`src/rtl/common.sv`:
```
// Shared constants and types for the backtracking controller and its bool stack.
package common;

    localparam int unsigned bool_stack_size       = 8;
    localparam int unsigned width_bool_stack_size = $clog2(bool_stack_size);

    typedef logic [width_bool_stack_size:0] level_t;

    typedef enum logic [2:0] {
        IDLE,
        SCAN,
        WAIT,
        FLIP,
        RESUME,
        UNSAT
    } bt_state_t;

endpackage

```
`src/rtl/backtrack_ctrl.sv`:
```
// Decision-level / chronological backtracking controller; sole master of the bool stack.
module backtrack_ctrl
    import common::*;
(
    input  logic                           clock,
    input  logic                           reset,
    input  logic                           decide_req,
    input  logic                           conflict_req,
    output logic                           stk_wr_en,
    output logic                           stk_pop,
    output logic                           stk_din,
    input  logic                           stk_front,
    input  logic                           stk_full,
    input  logic                           stk_empty,
    output logic                           decide_ack,
    output logic                           bt_done,
    output logic [width_bool_stack_size:0] bt_level,
    output logic [width_bool_stack_size:0] level,
    output logic                           busy,
    output logic                           unsat,
    output logic                           overflow
);

    bt_state_t state, state_n;
    level_t    level_n, bt_level_n;
    logic      wr_en_n, pop_n, din_n, ack_n, done_n, busy_n, unsat_n, overflow_n;

    // Depth is tracked by the level counter; stack status is observed only.
    logic unused_stk_status;
    assign unused_stk_status = stk_full ^ stk_empty;

    always_ff @(posedge clock or posedge reset) begin
        if (reset) begin
            state      <= IDLE;
            level      <= '0;
            bt_level   <= '0;
            stk_wr_en  <= 1'b0;
            stk_pop    <= 1'b0;
            stk_din    <= 1'b0;
            decide_ack <= 1'b0;
            bt_done    <= 1'b0;
            busy       <= 1'b0;
            unsat      <= 1'b0;
            overflow   <= 1'b0;
        end else begin
            state      <= state_n;
            level      <= level_n;
            bt_level   <= bt_level_n;
            stk_wr_en  <= wr_en_n;
            stk_pop    <= pop_n;
            stk_din    <= din_n;
            decide_ack <= ack_n;
            bt_done    <= done_n;
            busy       <= busy_n;
            unsat      <= unsat_n;
            overflow   <= overflow_n;
        end
    end

    // Outputs are registered, so each branch sets the value seen in the following state.
    always_comb begin
        state_n    = state;
        level_n    = level;
        bt_level_n = bt_level;
        unsat_n    = unsat;
        overflow_n = overflow;
        wr_en_n    = 1'b0;
        pop_n      = 1'b0;
        din_n      = 1'b0;
        ack_n      = 1'b0;
        done_n     = 1'b0;
        busy_n     = 1'b0;
        case (state)
            IDLE: begin
                if (conflict_req) begin
                    if (level == '0) begin
                        state_n = UNSAT;
                        unsat_n = 1'b1;
                    end else begin
                        state_n = SCAN;
                        busy_n  = 1'b1;
                    end
                end else if (decide_req) begin
                    if (level < level_t'(bool_stack_size)) begin
                        wr_en_n = 1'b1;
                        level_n = level_t'(level + 1'b1);
                        ack_n   = 1'b1;
                    end else begin
                        overflow_n = 1'b1;
                    end
                end
            end
            SCAN: begin
                busy_n = 1'b1;
                pop_n  = 1'b1;
                if (stk_front) begin
                    level_n = level_t'(level - 1'b1);
                    state_n = WAIT;
                end else begin
                    state_n = FLIP;
                end
            end
            WAIT: begin
                if (level == '0) begin
                    state_n = UNSAT;
                    unsat_n = 1'b1;
                end else begin
                    state_n = SCAN;
                    busy_n  = 1'b1;
                end
            end
            FLIP: begin
                wr_en_n    = 1'b1;
                din_n      = 1'b1;
                done_n     = 1'b1;
                bt_level_n = level;
                state_n    = RESUME;
            end
            RESUME: state_n = IDLE;
            UNSAT:  state_n = UNSAT;
            default: state_n = IDLE;
        endcase
    end

endmodule

```
`config.mk`:
```
export PLATFORM = sky130hd
export DESIGN_NAME = backtrack_ctrl
export DESIGN_NICKNAME = d
export VERILOG_FILES = /design/src/rtl/common.sv /design/src/rtl/backtrack_ctrl.sv
export SDC_FILE = /design/constraint.sdc
export NUM_CORES = 1
export LEC_CHECK = 0
export CORE_UTILIZATION = 30
export CTS_CLUSTER_SIZE = 20
export DETAILED_ROUTE_END_ITERATION = 8
export PLACE_DENSITY = 0.52
export SLEW_MARGIN = 10
export SYNTH_ARGS = -nofsm -noshare
export SYNTH_HDL_FRONTEND = slang
export SYNTH_SLANG_ARGS = --single-unit
```
`constraint.sdc`:
```
create_clock -name clock -period 2.3 [get_ports clock]
set_input_delay 0.69 -clock clock [delete_from_list [all_inputs] [get_ports clock]]
set_output_delay 0.69 -clock clock [all_outputs]
set_load 0.01 [all_outputs]
```
; ---- Word-level counts from Yosys, hierarchy flattened
; Cells that the tools add are included.
[totals]
reg_bits = 18
in_bits = 7
out_inout_bits = 16
word_cells = 53
[op_classes]
n_addsub = 2
n_lt_le_gt_ge = 1
eq_ne = 9
n_mux = 22
bitwise = 2
reduce_logical = 7
[ops]
columns = operator, n
row1 = 2-to-1 mux 4 bit, 4
row2 = case mux 3 bit (5 select lines), 1
row3 = 2-to-1 mux 1 bit, 11
row4 = "inequality test 2 bit, second input constant", 5
row5 = case mux 4 bit (2 select lines), 1
row6 = "equality test 3 x 2 -> 1 bit, second input constant", 2
row7 = 2-to-1 mux 3 bit, 2
row8 = AND reduction 5 bit, 1
row9 = "adder 4 x 1 -> 4 bit, second input constant", 1
row10 = zero test 4 bit, 1
row11 = "less-than comparator 4 bit, second input constant", 1
row12 = case mux 1 bit (2 select lines), 2
row13 = AND reduction 4 bit, 1
row14 = nonzero test 2 bit, 2
row15 = "subtractor 4 x 1 -> 4 bit, second input constant", 1
row16 = "equality test 3 x 1 -> 1 bit, second input constant", 1
row17 = "equality test 3 bit, second input constant", 1
row18 = zero test 3 bit, 1
row19 = case mux 1 bit (3 select lines), 1
row20 = inverter 1 bit, 2
row21 = AND reduction 2 bit, 1

; ---- Depth between registers and ports, before layout
[depth]
ltp_word = 5
depth_mapped = 7
ltp_nobuf = 6

; ---- Least setup slack after synthesis
; Ideal clock, no wire load.
[synth_timing]
path_type = input-to-reg
from = in conflict_req
to = reg level[1]
setup_ns = 0.125
arrival_time_ns = 1.563
t_required_ns = 2.175
path_slack_ns = 0.612
stages = 4
path_buffers = 0
cell_sequence = nor4b_4 > nor3b_4 > a21oi_2 > mux2_4
[synth_via]
elab_chain_cells = 2
[synth_lines]
columns = element, line
row1 = from (decl), backtrack_ctrl.sv:8  ; input logic conflict_req,
row2 = inequality test 2 bit (no source line), --
row3 = AND reduction 5 bit (no source line), --
row4 = to (signal assigned), backtrack_ctrl.sv:47  ; level <= level_n;
row5 = to (decl), backtrack_ctrl.sv:18  ; output logic [width_bool_stack_size:0] level,
; Every way passes these cells.
; A chain may end at the register's enable or synchronous reset.

; ---- Final worst setup path
[layout_timing]
from = reg level[3]
to = out level[3]
; No word-level cell between the ends.

==> summary.md <==
| Metric | Value |
|---|---|
| Status | finished clean |
| CTS tree | built |
| Net load switching power | 0.517 mW |
| Die X | around 54 µm |
| Most frequent cells in the layout | clkdlybuf4s50_1, dfrtp_1, inv_1, mux2_2 |
| Peak VDD IR | 0.608 mV |
| Routed len/inst | ~12 µm |
| DRT Wirelength | ~1400 µm |
| PnR worst setup slack | ~0.19 ns |
| Initial Utilization | between 30% and 40% |
| Global-route wire length before repair | ~2100 µm |
| Pleak | around 0.46 nW |
| Final Util | a little over two fifths |
| Crit-path max cell delay | ~0.6 ns |
| Dpl hpwl | ~1100 µm |
| WP data arrival | 1.42 ns |
| Root Buffer Master | clkbuf_4 |
| Worst hold path class | reg -> reg |
| Clock share of power | 12.5% |
| Buffers on Ports | 20 |
| Commonest non-fill, non-tap cell in the layout | clkdlybuf4s50_1 |
| Clk_lat worst skew | ~0.29 ns |
| Ratio of cells with drive above 1 in the final layout | a little over a fifth |
| Final non-filler cell total | ~120 |
| Critical Path Fanout Max | 9 |
| Mapped cell area | just over 800 µm² |
| Clock Tree Buf Depth | 2 |
| Cts hold-fix bufs | 0 |
| Startpoint types | register |
| Max Clk Rate | roughly 0.47 GHz |
| Antenna viol nets, final | 0 |
| TritonCTS Buffers | 3 |
| Number of DRC markers in iteration 0 | 6 |
| CP required | 1.61 ns |
| CP Class | reg -> out |
| Worst path slowest cell | clkdlybuf4s50_1 |
| # setup viols final | 0 |
| Mapped Cells | 66 |
| Tcrit/Tclk final | 91.9% |
| Layout fillers | between 200 and 300 |
| DRT Pass-1 Iters | 4 |
| GRT overflow | 0 |
| Placement Setup Slack | 0.0657 ns |
| Core footprint | 2520 µm² |
| Dpl cells | between 100 and 150 |
| Unrepaired setup endpoints after global routing | no |
| Logic pwr share | a little under half |
| GPL Wtd Cong | 0.691 |
| Vias in the first global route | about 450 |
| DRC viols | 0 |
| Post-CTS Setup Repair Bufs | 0 |
| Top Family by Delay on Critical Path | buffers and inverters |
| Ports | 23 |
| Final hold violation count | 0 |
| Sequential element share of the synthesized area | a little over half |
| DP Area | approximately 1100 µm² |
| Pint | between 0.9 and 1 mW |
| Worst relative slew slack | roughly two thirds |
| Max Slew Vio Count | 0 |
| NumNets Final | 98 |
| Clk sinks | 18 |
| Final Cell Area | approximately 1100 µm² |
| Clock Skews | between 0.006 and 0.007 ns |
| Area delta synth->final | 33.0% |
| # Max-Cap Violations | 0 |
| Die height | 54.3 µm |
| Synth Net Count | 74 |
| Vias per cell | approximately 4.7 |
| Die Area | 2940 µm² |
| Initial antenna violation count | 0 |
| ANT cells | 0 |
| Cts repair resizes | 0 |
| Fin Hold WS | between 0.4 and 0.5 ns |
| Overall power | roughly 1.5 mW |
| Min Tclk post-route | between 2 and 2.5 ns |
| Syn Area/Cell | roughly 12 µm² |
| Least-Margin Pin Slew | between 0.4 and 0.5 ns |
| Setup TNS | 0 ns |
| CP Cell Sequence | clkdlybuf4s50_1 |
| Pwr per Cell Area | 1370 nW/µm² |
| Largest net degree at the start of global routing | 19 |
| Register bit total from synthesis | 18 |
| Netlist cell types | 30 |
| CP bufs+invs | 1 |
| Synth Warn # | 0 |
| Crit end category | output port |
| Vias | 560 |
| Share of power burned in registers | between 40% and 50% |
| Clk pin slew, worst setup/hold paths | roughly 0.10 ns |
| Sw Share | a little over a third |
| Tot GR Track Use | around 11% |
| # rows | 18 |
| H-tree levels | 1 |
[final timing paths]
check,from,end,slack (ns),cells after the start
max,level[3],level[3],0.19,1
min,overflow,overflow,0.48,1
max reg2reg,state[0],level[2],0.61,6
min reg2reg,overflow,overflow,0.48,1
max in group asynchronous,reset,level[0],1.40,3
min in group asynchronous,reset,busy,0.70,3
[registers in the layout (all words and copies together), names as in the netlist]
name	flops
stk_pop	1
bt_done	1
level	4
unsat	1
stk_wr_en	1
bt_level	4
state	3
decide_ack	1
overflow	1
busy	1
[power by group through the flow]
| stage | registers (mW) | logic [mW] | clock network (mW) |
|---|---|---|---|
| after floorplan | 0.613 | 0.396 | 0 |
| after global placement | 0.623 | 0.689 | 0 |
| after detailed placement | 0.627 | 0.697 | 0 |
| after CTS | 0.620 | 0.697 | 0.195 |
| after global routing | 0.647 | 0.747 | 0.207 |
| final | 0.618 | 0.686 | 0.187 |
[routing by layer]
metal	vias up	wire [µm]	GRT usage, %
met3	2	80	5.56
met1	262	672	14.4
met4	0	19	3.85
met5	-	0	0
li1	279	-	-
met2	17	614	15.2
[cell type report]
class / count / area, µm² / area share, %
Sequential cell: 18 / 450 / 41.3
Multi-Input combinational cell: 39 / 324 / 29.7
Timing Repair Buffer: 23 / 223 / 20.4
Tap cell: 30 / 37.5 / 3.44
Clock buffer: 4 / 36.3 / 3.33
Inverter: 5 / 18.8 / 1.72
[cell usage after synthesis]
library cell  number  area, µm²
mux2_4             1       15.0
o21bai_1           1       7.51
a21oi_1            3       15.0
clkbuf_1           2       7.51
nor3b_4            1       18.8
ha_1               1       12.5
mux2_2             4       45.0
nand2b_1           1       6.26
nand3_1            1       5.00
a21oi_2            1       8.76
a2111oi_0          1       8.76
nor4b_4            1       23.8
buf_6              1       11.3
o41ai_1            1       8.76
nor3_1             3       15.0
nand4_1            1       6.26
xnor2_1            2       17.5
o21ai_0            3       15.0
buf_4              1       7.51
or2_2              1       6.26
dfrtp_1           18        450
nor3b_1            3       22.5
a211oi_2           1       12.5
a32oi_1            1       8.76
nand2_1            2       7.51
nor2_1             2       7.51
a31o_2             1       8.76
nor3b_2            1       12.5
inv_1              5       18.8
xor2_1             1       8.76
[cells by family (layout without fill, tap and decap cells)]
logic type	count (synthesis)	after routing	synth area share, %
AOI/OAI and AO/OA	13	13	11.5
xor gates and xnor gates	3	3	3.21
adders and majority gates	1	1	1.53
buffers and inverters	9	32	5.50
DFF	18	18	55.0
muxes	5	5	7.33
and+or+nand+nor	17	17	16.0
No activity file was read; power rests on OpenSTA's default activity.
==> RTL change (same settings) <==
Register the output `level` once more, cleared by the reset; this adds one clock of latency there. The other outputs are not delayed to match.
--- a/src/rtl/backtrack_ctrl.sv
+++ b/src/rtl/backtrack_ctrl.sv
@@ -21,6 +21,8 @@
     output logic                           overflow
 );
 
+    logic [width_bool_stack_size:0] level_s0;
+
     bt_state_t state, state_n;
     level_t    level_n, bt_level_n;
     logic      wr_en_n, pop_n, din_n, ack_n, done_n, busy_n, unsat_n, overflow_n;
@@ -32,7 +34,7 @@
     always_ff @(posedge clock or posedge reset) begin
         if (reset) begin
             state      <= IDLE;
-            level      <= '0;
+            level_s0   <= '0;
             bt_level   <= '0;
             stk_wr_en  <= 1'b0;
             stk_pop    <= 1'b0;
@@ -44,7 +46,7 @@
             overflow   <= 1'b0;
         end else begin
             state      <= state_n;
-            level      <= level_n;
+            level_s0   <= level_n;
             bt_level   <= bt_level_n;
             stk_wr_en  <= wr_en_n;
             stk_pop    <= pop_n;
@@ -60,7 +62,7 @@
     // Outputs are registered, so each branch sets the value seen in the following state.
     always_comb begin
         state_n    = state;
-        level_n    = level;
+        level_n    = level_s0;
         bt_level_n = bt_level;
         unsat_n    = unsat;
         overflow_n = overflow;
@@ -73,7 +75,7 @@
         case (state)
             IDLE: begin
                 if (conflict_req) begin
-                    if (level == '0) begin
+                    if (level_s0 == '0) begin
                         state_n = UNSAT;
                         unsat_n = 1'b1;
                     end else begin
@@ -81,9 +83,9 @@
                         busy_n  = 1'b1;
                     end
                 end else if (decide_req) begin
-                    if (level < level_t'(bool_stack_size)) begin
+                    if (level_s0 < level_t'(bool_stack_size)) begin
                         wr_en_n = 1'b1;
-                        level_n = level_t'(level + 1'b1);
+                        level_n = level_t'(level_s0 + 1'b1);
                         ack_n   = 1'b1;
                     end else begin
                         overflow_n = 1'b1;
@@ -94,14 +96,14 @@
                 busy_n = 1'b1;
                 pop_n  = 1'b1;
                 if (stk_front) begin
-                    level_n = level_t'(level - 1'b1);
+                    level_n = level_t'(level_s0 - 1'b1);
                     state_n = WAIT;
                 end else begin
                     state_n = FLIP;
                 end
             end
             WAIT: begin
-                if (level == '0) begin
+                if (level_s0 == '0) begin
                     state_n = UNSAT;
                     unsat_n = 1'b1;
                 end else begin
@@ -113,7 +115,7 @@
                 wr_en_n    = 1'b1;
                 din_n      = 1'b1;
                 done_n     = 1'b1;
-                bt_level_n = level;
+                bt_level_n = level_s0;
                 state_n    = RESUME;
             end
             RESUME: state_n = IDLE;
@@ -122,5 +124,13 @@
         endcase
     end
 
+    always_ff @(posedge clock or posedge reset) begin
+        if (reset) begin
+            level <= '0;
+        end else begin
+            level <= level_s0;
+        end
+    end
+
 endmodule
 
Function: changed (Yosys sat finds a counterexample within 4 cycles, from zero or initial values and one cycle with reset high).
==> RTL change against the unedited design <==
Total power rose by 9.7%. Die area increased by 15%. Clock power up 12%. Wire length grew 12%. Synthesized area rose by 15%. Setup slack gained 0.21 ns. Sequential cell count up 4. Cell area is 12% higher. Critical path type unchanged. Highest routed layer unchanged.
==> RTL change: results (changes against the unedited design) <==
Cells and area
  – Top Registers: bt_level: 4 flops, level: 4 flops, level_s0: 4 flops
  – Layout Cells excl Fill: 135 (+13%)
  – FILL cells: 276 (+6.2%)
  – Proportion of layout cells with a drive suffix above 1: 0.172 (-0.0414)

Placed design
  – Place WS: 0.206 ns (+0.140 ns)
  – Post-Place Cells: 131 (+14%)
  – DP Wirelength: 1130 um (+7.1%)
  – GP Congestion: 0.786 (+14%)
  – Area post-placement: 1190 um2 (+13%)

GRT
  – Largest net degree at the start of global routing: 23 (+4)
  – Total GRT Usage: 0.102 (-0.00682)
  – Met1 Usage GRT: 0.140 (-0.00317)
  – Routing usage on met2: 0.148 (-0.00466)
  – Vias in the first global route: 548 (+21%)
  – Wire length of the first global-routing pass: 2540 um (+19%)
  – GR Util met3: 0.0223 (-0.0332)

Logic synthesis
  – Mux share of post-synthesis cell area: 0.0755 (+0.00221)
  – Post-synth top cells: 22 x dfrtp_1, 4 x a21oi_1, 4 x mux2_1
  – Synth cell types: 33 (+10%)
  – Syn nets: 78 (+5.4%)
  – Top post-synthesis cells by area: dfrtp_1 58%, mux2_1 4.8%, xnor2_1 2.8%, nor4bb_4 2.6%, nor4b_4 2.5%
  – Syn avg cell area: 13.5 um2 (+8.7%)
  – Post-Synth XOR/XNOR Area: 0.0371 (+0.00503)
  – Synth Area in Compound Gates: 0.0927 (-0.0218)
  – Sequential-to-total area share from yosys stat: 0.583 (+0.0332)
  – Adder-Cell Fraction of Synth Area: 0.0132 (-0.00202)

Critical path
  – Arrival time at the worst endpoint: 1.21 ns (-0.21 ns)
  – Critical path's largest stage delay: 0.54 ns (-0.06 ns)
  – CP max FO: 2 (-7)

Drt
  – DR iter-0 viols: 9 (+3)
  – Drt drc: 0 (unchanged)
  – Final WL: 1560 um (+12%)
  – Routed via count: 600 (+7.1%)

Power
  – Static leakage power: 0.526 nW (+14%)
  – Clock Power Share: 0.128 (+0.003)
  – Clk pwr: 210 uW (+12%)
  – Sw frac: 0.342 (-0.00498)
  – Max IR drop VDD: 0.389 mV (-36%)
  – Part of the power in registers: 0.449 (+0.034)

Timing
  – Clock skew: 0.00255 ns (-0.00408 ns)
  – Tightest Pin Transition: 0.466 ns (+0.00675 ns)

Hold path
  – Hold crit path type: flip-flop to flip-flop

CTS
  – Clock tree buffer depth: 2 (unchanged)
  – Clk slew on worst S/H paths: 0.12 ns (+0.02 ns)

Outcome
  – Run status: finished, final reports clean
-- RTL change: worst paths after layout --
path                                                 to  cells past startpoint                  from  slack (ns)
worst max-delay path                           overflow                      1  overflow$_DFFE_PP0P_        0.40
worst min-delay path                  unsat$_DFFE_PP0P_                      1     unsat$_DFFE_PP0P_        0.49
worst max register to register  level_s0[1]$_DFFE_PP0P_                      4  state[1]$_DFFE_PP0P_        0.62
worst min register to register        unsat$_DFFE_PP0P_                      1     unsat$_DFFE_PP0P_        0.49
max in group asynchronous          decide_ack$_DFF_PP0_                      3                 reset        1.38
min in group asynchronous                busy$_DFF_PP0_                      3                 reset        0.70
-- RTL change: cell type report --
type	count	area, um2	share of cell area
multi-input combinational	41	353	0.289
sequential	22	551	0.450
inverter	4	15.0	0.0123
timing repair buffer	22	215	0.176
clock buffer	4	36.3	0.0297
tap	42	52.6	0.0430
-- RTL change: routing by layer --
metal	vias up	share of wire
met1	287	0.47
met5	-	0
met2	18	0.47
met4	0	0.017
met3	2	0.040
li1	293	-
